--- src/rtl/bus_arbiter_if.sv ---
// -----------------------------------------------------------------------------
// bus_arbiter_if
//   Bundles the request/grant signals of the shared core data bus arbiter.
//
//   Handshake: each source raises req[i] and holds it for as long as it wants
//   the bus. Ownership is signalled by grant[i] (registered, one-hot or zero).
//   The owner drops req[i] to give the bus back; there is no other release
//   signal. selectIn/busValid/holdCount describe the current owner.
//
//   Modports:
//     master : request side (drives req, observes grant/selectIn/...)
//     slave  : arbiter side (observes req, drives grant/selectIn/...)
// -----------------------------------------------------------------------------
interface bus_arbiter_if #(
    parameter int NUM_REQ    = 9,
    parameter int SEL_WIDTH  = 4,
    parameter int HOLD_WIDTH = 3
);
    logic [NUM_REQ-1:0]    req;
    logic [NUM_REQ-1:0]    grant;
    logic [SEL_WIDTH-1:0]  selectIn;
    logic                  busValid;
    logic [HOLD_WIDTH-1:0] holdCount;

    modport master (
        output req,
        input  grant,
        input  selectIn,
        input  busValid,
        input  holdCount
    );

    modport slave (
        input  req,
        output grant,
        output selectIn,
        output busValid,
        output holdCount
    );
endinterface

--- src/rtl/bus_arbiter.sv ---
// -----------------------------------------------------------------------------
// bus_arbiter
//   Round-robin arbiter/sequencer for the processor-core data bus. Source
//   index i maps directly to bus mux select code i; IDLE_SEL is driven when
//   nobody owns the bus. Each ownership is bounded by MAX_HOLD cycles when a
//   competitor is waiting, and an optional idle turnaround cycle separates
//   consecutive owners.
//
//   Ports:
//     clk        : system clock, rising edge
//     rst        : synchronous, active-high reset
//     bus        : bus_arbiter_if.slave (req in; grant/selectIn/busValid/
//                  holdCount out, all registered)
//     dbg_state  : current FSM state (0=IDLE, 1=GRANT, 2=GAP)
//     dbg_ptr    : current round-robin priority pointer
// -----------------------------------------------------------------------------
module bus_arbiter #(
    parameter int NUM_REQ    = 9,
    parameter int SEL_WIDTH  = 4,
    parameter int IDLE_SEL   = 9,
    parameter int MAX_HOLD   = 4,
    parameter int TURNAROUND = 1,
    localparam int IDX_W     = (NUM_REQ > 1) ? $clog2(NUM_REQ) : 1,
    localparam int HOLD_W    = $clog2(MAX_HOLD + 1)
) (
    input  logic             clk,
    input  logic             rst,
    bus_arbiter_if.slave     bus,
    output logic [1:0]       dbg_state,
    output logic [IDX_W-1:0] dbg_ptr
);

    typedef enum logic [1:0] {
        ST_IDLE  = 2'd0,
        ST_GRANT = 2'd1,
        ST_GAP   = 2'd2
    } state_t;

    state_t               state_q,  state_d;
    logic [IDX_W-1:0]     owner_q,  owner_d;
    logic [IDX_W-1:0]     ptr_q,    ptr_d;
    logic [HOLD_W-1:0]    hold_q,   hold_d;
    logic [NUM_REQ-1:0]   grant_q,  grant_d;
    logic [SEL_WIDTH-1:0] sel_q,    sel_d;
    logic                 valid_q,  valid_d;

    logic [IDX_W-1:0]     rel_ptr;    // pointer after the current owner releases
    logic [IDX_W-1:0]     arb_ptr;    // pointer used by this edge's arbitration
    logic                 win_found;
    logic [IDX_W-1:0]     win_idx;
    logic [NUM_REQ-1:0]   other_req;
    logic                 owner_stays;

    // Pointer handling: when the owner releases, arbitration on the same
    // edge (TURNAROUND=0) must already use the advanced pointer, which also
    // puts a preempted owner at lowest priority.
    always_comb begin
        rel_ptr = (owner_q == IDX_W'(NUM_REQ - 1)) ? '0 : owner_q + IDX_W'(1);
        arb_ptr = (state_q == ST_GRANT) ? rel_ptr : ptr_q;
    end

    // Rotating priority search starting at arb_ptr, wrapping modulo NUM_REQ.
    always_comb begin
        win_found = 1'b0;
        win_idx   = '0;
        for (int k = 0; k < NUM_REQ; k++) begin
            if (!win_found && bus.req[(int'(arb_ptr) + k) % NUM_REQ]) begin
                win_found = 1'b1;
                win_idx   = IDX_W'((int'(arb_ptr) + k) % NUM_REQ);
            end
        end
    end

    // Owner keeps the bus while it still requests and either has time left
    // or nobody else is waiting.
    always_comb begin
        other_req          = bus.req;
        other_req[owner_q] = 1'b0;
        owner_stays        = bus.req[owner_q] &&
                             ((hold_q < HOLD_W'(MAX_HOLD)) || (other_req == '0));
    end

    // Next-state logic.
    always_comb begin
        state_d = state_q;
        owner_d = owner_q;
        ptr_d   = ptr_q;
        hold_d  = hold_q;

        case (state_q)
            ST_IDLE, ST_GAP: begin
                if (win_found) begin
                    state_d = ST_GRANT;
                    owner_d = win_idx;
                    hold_d  = HOLD_W'(1);
                end else begin
                    state_d = ST_IDLE;
                    hold_d  = '0;
                end
            end

            ST_GRANT: begin
                if (owner_stays) begin
                    if (hold_q < HOLD_W'(MAX_HOLD)) begin
                        hold_d = hold_q + HOLD_W'(1);
                    end
                end else begin
                    ptr_d = rel_ptr;
                    if (TURNAROUND != 0) begin
                        state_d = ST_GAP;
                        hold_d  = '0;
                    end else if (win_found) begin
                        state_d = ST_GRANT;
                        owner_d = win_idx;
                        hold_d  = HOLD_W'(1);
                    end else begin
                        state_d = ST_IDLE;
                        hold_d  = '0;
                    end
                end
            end

            default: begin
                state_d = ST_IDLE;
                hold_d  = '0;
            end
        endcase
    end

    // Registered bus outputs are a pure function of the next state.
    always_comb begin
        grant_d = '0;
        sel_d   = SEL_WIDTH'(IDLE_SEL);
        valid_d = 1'b0;
        if (state_d == ST_GRANT) begin
            grant_d[owner_d] = 1'b1;
            sel_d            = SEL_WIDTH'(owner_d);
            valid_d          = 1'b1;
        end
    end

    always_ff @(posedge clk) begin
        if (rst) begin
            state_q <= ST_IDLE;
            owner_q <= '0;
            ptr_q   <= '0;
            hold_q  <= '0;
            grant_q <= '0;
            sel_q   <= SEL_WIDTH'(IDLE_SEL);
            valid_q <= 1'b0;
        end else begin
            state_q <= state_d;
            owner_q <= owner_d;
            ptr_q   <= ptr_d;
            hold_q  <= hold_d;
            grant_q <= grant_d;
            sel_q   <= sel_d;
            valid_q <= valid_d;
        end
    end

    assign bus.grant     = grant_q;
    assign bus.selectIn  = sel_q;
    assign bus.busValid  = valid_q;
    assign bus.holdCount = hold_q;
    assign dbg_state     = state_q;
    assign dbg_ptr       = ptr_q;

endmodule

--- src/flat_wrapper.sv ---
// flat-port wrapper written by rule: the top's interface ports become plain ports
module bus_arbiter_flat 
#(
    parameter int NUM_REQ    = 9,
    parameter int SEL_WIDTH  = 4,
    parameter int IDLE_SEL   = 9,
    parameter int MAX_HOLD   = 4,
    parameter int TURNAROUND = 1,
    localparam int IDX_W     = (NUM_REQ > 1) ? $clog2(NUM_REQ) : 1,
    localparam int HOLD_W    = $clog2(MAX_HOLD + 1)
)
  (clk, rst, dbg_state, dbg_ptr, bus_req, bus_grant, bus_selectIn, bus_busValid, bus_holdCount);
  bus_arbiter_if #(.NUM_REQ(NUM_REQ), .SEL_WIDTH(SEL_WIDTH), .HOLD_WIDTH(($clog2(MAX_HOLD + 1)))) bus_i ();
  input  logic clk;
  input  logic rst;
  output logic [1:0] dbg_state;
  output logic [IDX_W-1:0] dbg_ptr;
  input wire logic [$bits(bus_i.req)-1:0] bus_req;
  output wire logic [$bits(bus_i.grant)-1:0] bus_grant;
  output wire logic [$bits(bus_i.selectIn)-1:0] bus_selectIn;
  output wire logic [$bits(bus_i.busValid)-1:0] bus_busValid;
  output wire logic [$bits(bus_i.holdCount)-1:0] bus_holdCount;
  assign bus_i.req = bus_req;
  assign bus_grant = bus_i.grant;
  assign bus_selectIn = bus_i.selectIn;
  assign bus_busValid = bus_i.busValid;
  assign bus_holdCount = bus_i.holdCount;
  bus_arbiter #(.NUM_REQ(NUM_REQ), .SEL_WIDTH(SEL_WIDTH), .IDLE_SEL(IDLE_SEL), .MAX_HOLD(MAX_HOLD), .TURNAROUND(TURNAROUND)) u_core (.clk(clk), .rst(rst), .bus(bus_i), .dbg_state(dbg_state), .dbg_ptr(dbg_ptr));
endmodule
--- config.mk ---
export PLATFORM = sky130hd
export DESIGN_NAME = bus_arbiter_flat
export DESIGN_NICKNAME = d
export VERILOG_FILES = /design/src/rtl/bus_arbiter_if.sv /design/src/rtl/bus_arbiter.sv /design/src/flat_wrapper.sv
export SDC_FILE = /design/constraint.sdc
export NUM_CORES = 1
export LEC_CHECK = 0
export CORE_ASPECT_RATIO = 0.75
export CORE_MARGIN = 2
export CORE_UTILIZATION = 40
export CTS_BUF_LIST = sky130_fd_sc_hd__clkbuf_8 sky130_fd_sc_hd__clkbuf_16
export CTS_CLUSTER_DIAMETER = 40
export DETAILED_ROUTE_END_ITERATION = 8
export DONT_BUFFER_PORTS = 1
export MAX_ROUTING_LAYER = met4
export PLACE_DENSITY = 0.55
export SLEW_MARGIN = 0
export SYNTH_ARGS = -nofsm -noshare
export SYNTH_HDL_FRONTEND = slang
export SYNTH_SLANG_ARGS = --single-unit
--- constraint.sdc ---
create_clock -name clk -period 11 [get_ports clk]
set_input_delay 1.1 -clock clk [delete_from_list [all_inputs] [get_ports clk]]
set_output_delay 1.1 -clock clk [all_outputs]
set_load 0.02 [all_outputs]
Word-level counts from Yosys, hierarchy flattened
Index checks and enable logic that the tools add are counted.
Widths: inputs -> output; s select.
- bits in read-only memories: 0
- memories kept: 0
- word-level logic and storage cells: 137
- bits in writable memories: 0
- bits in latches: 0
- bits of input ports: 11
- output and inout bits: 23
- bits in registers: 27
- shifts and indexed selects: 0
- multiplexer cells: 63
- $lt $le $gt $ge: 14
- reduce and logical (&&, ||, !) cells: 25
- bitwise logic cells: 4
- multipliers: 0
- eq/ne operators: 5
- div/mod/pow operators: 9
- add/sub/neg operators: 10
- operators by type and width (operator ; number):
    $lt 32x6->1 const B ; 9
    $mod 32x5->32 const B ; 8
    $mux 4 ; 13
    $bmux 1 s4 ; 10
    $mux 1 ; 33
    $mod 5x5->32 const B ; 1
    $add 4x3->5 const B ; 4
    $logic_and 1x1->1 ; 11
    $add 4x2->5 const B ; 2
    $lt 4x5->1 const B ; 2
    $and 9x9->9 ; 1
    $logic_not 9->1 ; 1
    $not 9->9 ; 1
    $demux 1 s4 ; 2
    $ge 4x1->1 const B ; 2
    $logic_not 1->1 ; 8
    $mux 3 ; 2
    $pmux 3 s2 ; 1
    $add 4x1->5 const B ; 1
    $add 4x4->5 const B ; 1
    $add 4x1->4 const B ; 1
    $eq 2x1->1 const B ; 2
    $eq 4x4->1 const B ; 1
    $pmux 2 s2 ; 1
    other kinds (10) ; 12

Longest topological paths before layout
- depth after elaboration: 38
- depth in mapped cells: 34
- depth with buffers taken out: 30

Worst setup path before layout
No wires, ideal clock.
- kind: register to register
- start: register u_core.owner_q[0]
- end: register u_core.grant_q[0] (netlist: u_core.bus.grant[0])
- arrival: 7.060 ns
- period minus slack after synthesis: 7.193 ns
- stages on the path, launching flop included: 33
- path buffers: 3
- library setup time: 0.134 ns
- setup slack: 3.807 ns
- required time: 10.866 ns
- cells stage by stage: dfxtp_1 > buf_2 > inv_1 > ha_1 > nand3b_1 > a22o_1 > clkinv_2 > buf_2 > buf_1 > ha_1 > inv_1 > nand3_1 > nand2_1 > inv_1 > ha_1 > nor2_1 > nand3_1 > o21ai_0 > xnor2_1 > ha_1 > nand2_1 > o21ai_0 > a2111oi_0 > o41a_1 > or2_2 > xnor2_2 > mux4_2 > a22oi_1 > and2_1 > nand2_1 > nor4_1 > a221o_1 > nor3_1
- cells in the longest elaborated chain, start to end: 38
- elaborated cells on any way between the ends: 107
- classes of those cells: 9 x add/sub; 9 x div; 4 x order compare; 2 x eq/ne; 58 x mux; 3 x bitwise; 22 x reduce/logical
- RTL lines (element ; line ; RTL):
    start, declared ; bus_arbiter.sv:40 ; logic [IDX_W-1:0] owner_q, owner_d;
    start signal, assigned ; bus_arbiter.sv:153 ; owner_q <= owner_d;
    parallel branches: the longest is 38 deep, another holds $mod 32x5->32 ; - ;
    end signal, assigned ; bus_arbiter.sv:156 ; grant_q <= grant_d;
    end, declared ; bus_arbiter.sv:43 ; logic [NUM_REQ-1:0] grant_q, grant_d;
Several ways; the timed one is not identified. The select of a mux whose other input is x is not followed.
A chain may end at the register's enable or synchronous reset.

Final worst setup path
- start: register u_core.owner_q[0]
- end: register u_core.grant_q[3] (netlist: u_core.bus.grant[3])
Same word-level chain as after synthesis.

==> metrics.md <==
| Metric | Value |
|---|---|
| DP Area | `6480 um^2` |
| Post-synth EDFFs | `0` |
| Critical Path Stages | `24` |
| Via/cell ratio | `6.76` |
| Maximum root-to-sink buffer count | `2` |
| Iteration count of the initial detailed-routing pass | `5` |
| Required time worst endpoint | `approximately 11 ns` |
| Slew @ Worst Pin | `1.10 ns` |
| Most common library cells after synthesis | `nand2_1 (82), nor2_1 (64), ha_1 (54)` |
| Simple-Gate Fraction of Synth Area | `26.2%` |
| Initial Util | `41.2%` |
| Post-synth top area cell | `ha_1` |
| Worst-path maximum fanout | `17` |
| Syn avg cell area | `7.46 um^2` |
| Top-count cell post-synth | `nand2_1` |
| Gate Count Post-Synth | `849` |
| Synth Area in XOR/XNOR | `just over 5%` |
| Critical path arrival | `8.88 ns` |
| Initial antenna violation count | `0` |
| Min-Delay Path Class | `reg -> reg` |
| Max-cap violations | `0` |
| Reg2Reg Capture Point | `u_core.bus.grant[3]$_SDFF_PP0_` |
| Fin cells | `1023` |
| Setup_tns | `0 ns` |
| GRT Total Usage | `29.1%` |
| Synth Area in Compound Gates | `31.6%` |
| Final Cycle Share | `79.5%` |
| CP peak stage delay | `between 0.8 and 0.9 ns` |
| Ant diodes | `0` |
| Number of cells on the worst hold path | `2` |
| Worst r2r src | `u_core.owner_q[0]$_SDFF_PP0_` |
| CTS root buf | `clkbuf_16` |
| NumNets Final | `slightly below 900` |
| Top FF cell, synth | `dfxtp_1` |
| Top cells by area, synth | `ha_1 (11%), dfxtp_1 (8.5%), mux2i_1 (6.5%), nand2_1 (4.9%), xnor2_1 (4.0%)` |
| Die area | `roughly 17000 um^2` |
| GP Congestion | `between 1 and 1.5` |
| Initial drt markers | `735` |
| CP endpoint kind | `flop` |
| DRC viols | `0` |
| Vias | `a little under 7000` |
| Adder-cell share of the synthesized area | `10.7%` |
| Io pins | `34` |
| Count of state elements after synthesis | `27` |
| Clk Latency, worst-skew pair | `around 0.27 ns` |
| Final Hold Vio Count | `0` |
| Critical setup path kind | `reg -> reg` |
| Cell variety after synth | `105` |
| YS warnings | `0` |
| Crit path cell chain | `inv_1, ha_1, and2_1, o211a_1, buf_4, nor2_4, ha_1, a221oi_2, xnor2_1, mux2_4, nor4b_4, ha_1, nand2b_1, o41ai_1, mux2i_1, mux2i_1, a32oi_1, o21a_1, nor2_1, mux2i_1, o21bai_1, and3_1, o31ai_1, nor3_1` |
| Std-Cell Rows | `39` |
| R2r setup slk | `2.25 ns` |
| Hold Buf Count CTS | `0` |
| Final Cell Area | `6560 um^2` |
| Fmax | `roughly 110 MHz` |
| CTS buffer count | `3` |
| Setup bufs post-CTS | `0` |
| Drt wl/cell | `23.5 um` |
| CTS Sinks | `27` |
| Clk pin slew, worst setup/hold paths | `0.07 ns` |
| Synth top area share | `10.7%` |
| Worst reg2reg path depth | `24` |
| Slowest CP cell | `mux2i_1` |
| Area growth, synth to finish | `3.55%` |
| DP Wirelength | `roughly 18 mm` |
| Max Slew Vio Count | `0` |
| Die Y | `~110 um` |
| Status | `complete, no violations` |
| Final wirelength | `24.1 mm` |
| Post-synth ARST share | `0%` |
| Placed cell count | `1019` |
| RSZ-0062 raised after global routing | `false` |
| GR Overflow Total | `0` |
| Fraction of layout cells with a size suffix above 1 | `10.8%` |
| Tmin final | `8.75 ns` |
| Critical Path End | `u_core.bus.grant[3]$_SDFF_PP0_` |
| CTS tree | `yes` |
| # fillers | `1578` |
| CP Launch Point | `u_core.owner_q[0]$_SDFF_PP0_` |
| Setup-failing EPs final | `0` |
| Mux cell area share after synthesis | `12.0%` |
| Main combinational cell family by area after synthesis | `compound AO/OA/AOI/OAI gates` |
| Post-CTS sizing | `0` |
| First-pass GRT wire length | `37.5 mm` |
| Core box area | `roughly 15000 um^2` |
| Vias in the first global route | `6456` |
| Top delay family on crit path | `compound AO/OA/AOI/OAI gates` |
| Critical path launch point type | `flop` |
| Rel. slew slack | `24.6%` |
| Seq/Total Area, Yosys | `8.53%` |
| Buf+Inv Stages, Crit Path | `2` |
| Max H-tree Level | `1` |
| Post-Syn Area | `6340 um^2` |
| Die width | `149 um` |
| Pin count of the biggest net entering global routing | `42` |
| Setup Skew | `0.00244 ns` |
| Port buffer count | `0` |
| Syn Nets | `914` |
| Final antenna-violating net count | `0` |
-- layout make-up --
type / count / area, um^2 / area share, %
Clock inverter: 1 / 5.00 / 0.0763
Inverter: 41 / 155 / 2.36
Timing Repair Buffer: 13 / 97.6 / 1.49
Tap cell: 205 / 256 / 3.91
Clock buffer: 3 / 75.1 / 1.14
Multi-Input combinational cell: 733 / 5430 / 82.8
Sequential cell: 27 / 541 / 8.24
-- metrics by stage --
step	setup WS [ns]	utilization (%)	hold slack, ns
2_1_floorplan	3.81	-	0.602
3_5_place_dp	2.56	42.2	0.632
3_3_place_gp	2.60	42.2	0.628
4_1_cts	2.47	42.7	0.644
6_report	2.25	42.7	0.642
5_1_grt	1.75	42.7	0.692
-- logic make-up after synthesis --
logic type | count (synthesis)
buffers and inverters | 89
and+or+nand+nor | 322
DFF | 27
xor gates and xnor gates | 35
AOI/OAI and AO/OA | 258
muxes | 64
adders and majority gates | 54
-- worst min-delay path by stage --
stage / slack [ns] / from / end
2_1_floorplan: 0.60 / u_core.bus.holdCount[1]$_SDFFE_PP0P_ / u_core.bus.holdCount[1]$_SDFFE_PP0P_
3_3_place_gp: 0.63 / u_core.bus.holdCount[1]$_SDFFE_PP0P_ / u_core.bus.holdCount[1]$_SDFFE_PP0P_
3_5_place_dp: 0.63 / u_core.bus.holdCount[1]$_SDFFE_PP0P_ / u_core.bus.holdCount[1]$_SDFFE_PP0P_
4_1_cts: 0.64 / u_core.bus.holdCount[1]$_SDFFE_PP0P_ / u_core.bus.holdCount[1]$_SDFFE_PP0P_
5_1_grt: 0.69 / u_core.bus.holdCount[1]$_SDFFE_PP0P_ / u_core.bus.holdCount[1]$_SDFFE_PP0P_
6_report: 0.64 / u_core.bus.holdCount[1]$_SDFFE_PP0P_ / u_core.bus.holdCount[1]$_SDFFE_PP0P_
-- sequential cells by signal, summed over array words and instances (netlist names) --
| register | count |
|---|---|
| u_core.bus.busValid | 1 |
| u_core.bus.selectIn | 4 |
| u_core.owner_q | 4 |
| u_core.dbg_state | 2 |
| u_core.bus.grant | 9 |
| u_core.bus.holdCount | 3 |
| u_core.dbg_ptr | 4 |
-- worst register-to-register path: stages, from the launching register on --
cell and delay, ns:
dfxtp_1 0.76, inv_1 0.22, ha_1 0.36, and2_1 0.22, o211a_1 0.22, buf_4 0.20, nor2_4 0.38, ha_1 0.75
a221oi_2 0.08, xnor2_1 0.48, mux2_4 0.36, nor4b_4 0.50, ha_1 0.42, nand2b_1 0.12, o41ai_1 0.29, mux2i_1 0.14
mux2i_1 0.83, a32oi_1 0.40, o21a_1 0.26, nor2_1 0.29, mux2i_1 0.26, o21bai_1 0.15, and3_1 0.22, o31ai_1 0.57
nor3_1 0.11
-- layer usage --
layer / track usage [%] / part of all wire (%) / up-vias
li1: - / - / 3178
met1: 42.0 / 47 / 3364
met3: 6.01 / 9.3 / 27
met2: 42.6 / 42 / 346
met4: 4.32 / 1.6 / 0
met5: - / 0 / -
-- cells in the final DEF, fill, tap and decap left out, types with 6 or more instances in the layout --
cell type / n
nand2b_1: 14
or3_1: 7
buf_4: 13
nor3b_1: 6
ha_1: 54
and2_1: 9
o211ai_1: 10
a211oi_1: 12
o21ai_0: 30
a32oi_1: 6
a311oi_1: 6
mux2i_1: 41
and3_1: 10
a31oi_1: 14
mux2_2: 14
or2_2: 7
inv_1: 36
o21a_1: 7
nor3_1: 41
dfxtp_1: 27
nand2_1: 82
nor2_1: 64
nand4_1: 9
a21oi_1: 45
nor2b_1: 12
xnor2_1: 29
nand3_1: 26
a22oi_1: 6
a21o_1: 7
mux4_2: 8
Power is not shown: default switching activity piles up to over one toggle a cycle in this logic, so the estimate is an artifact.
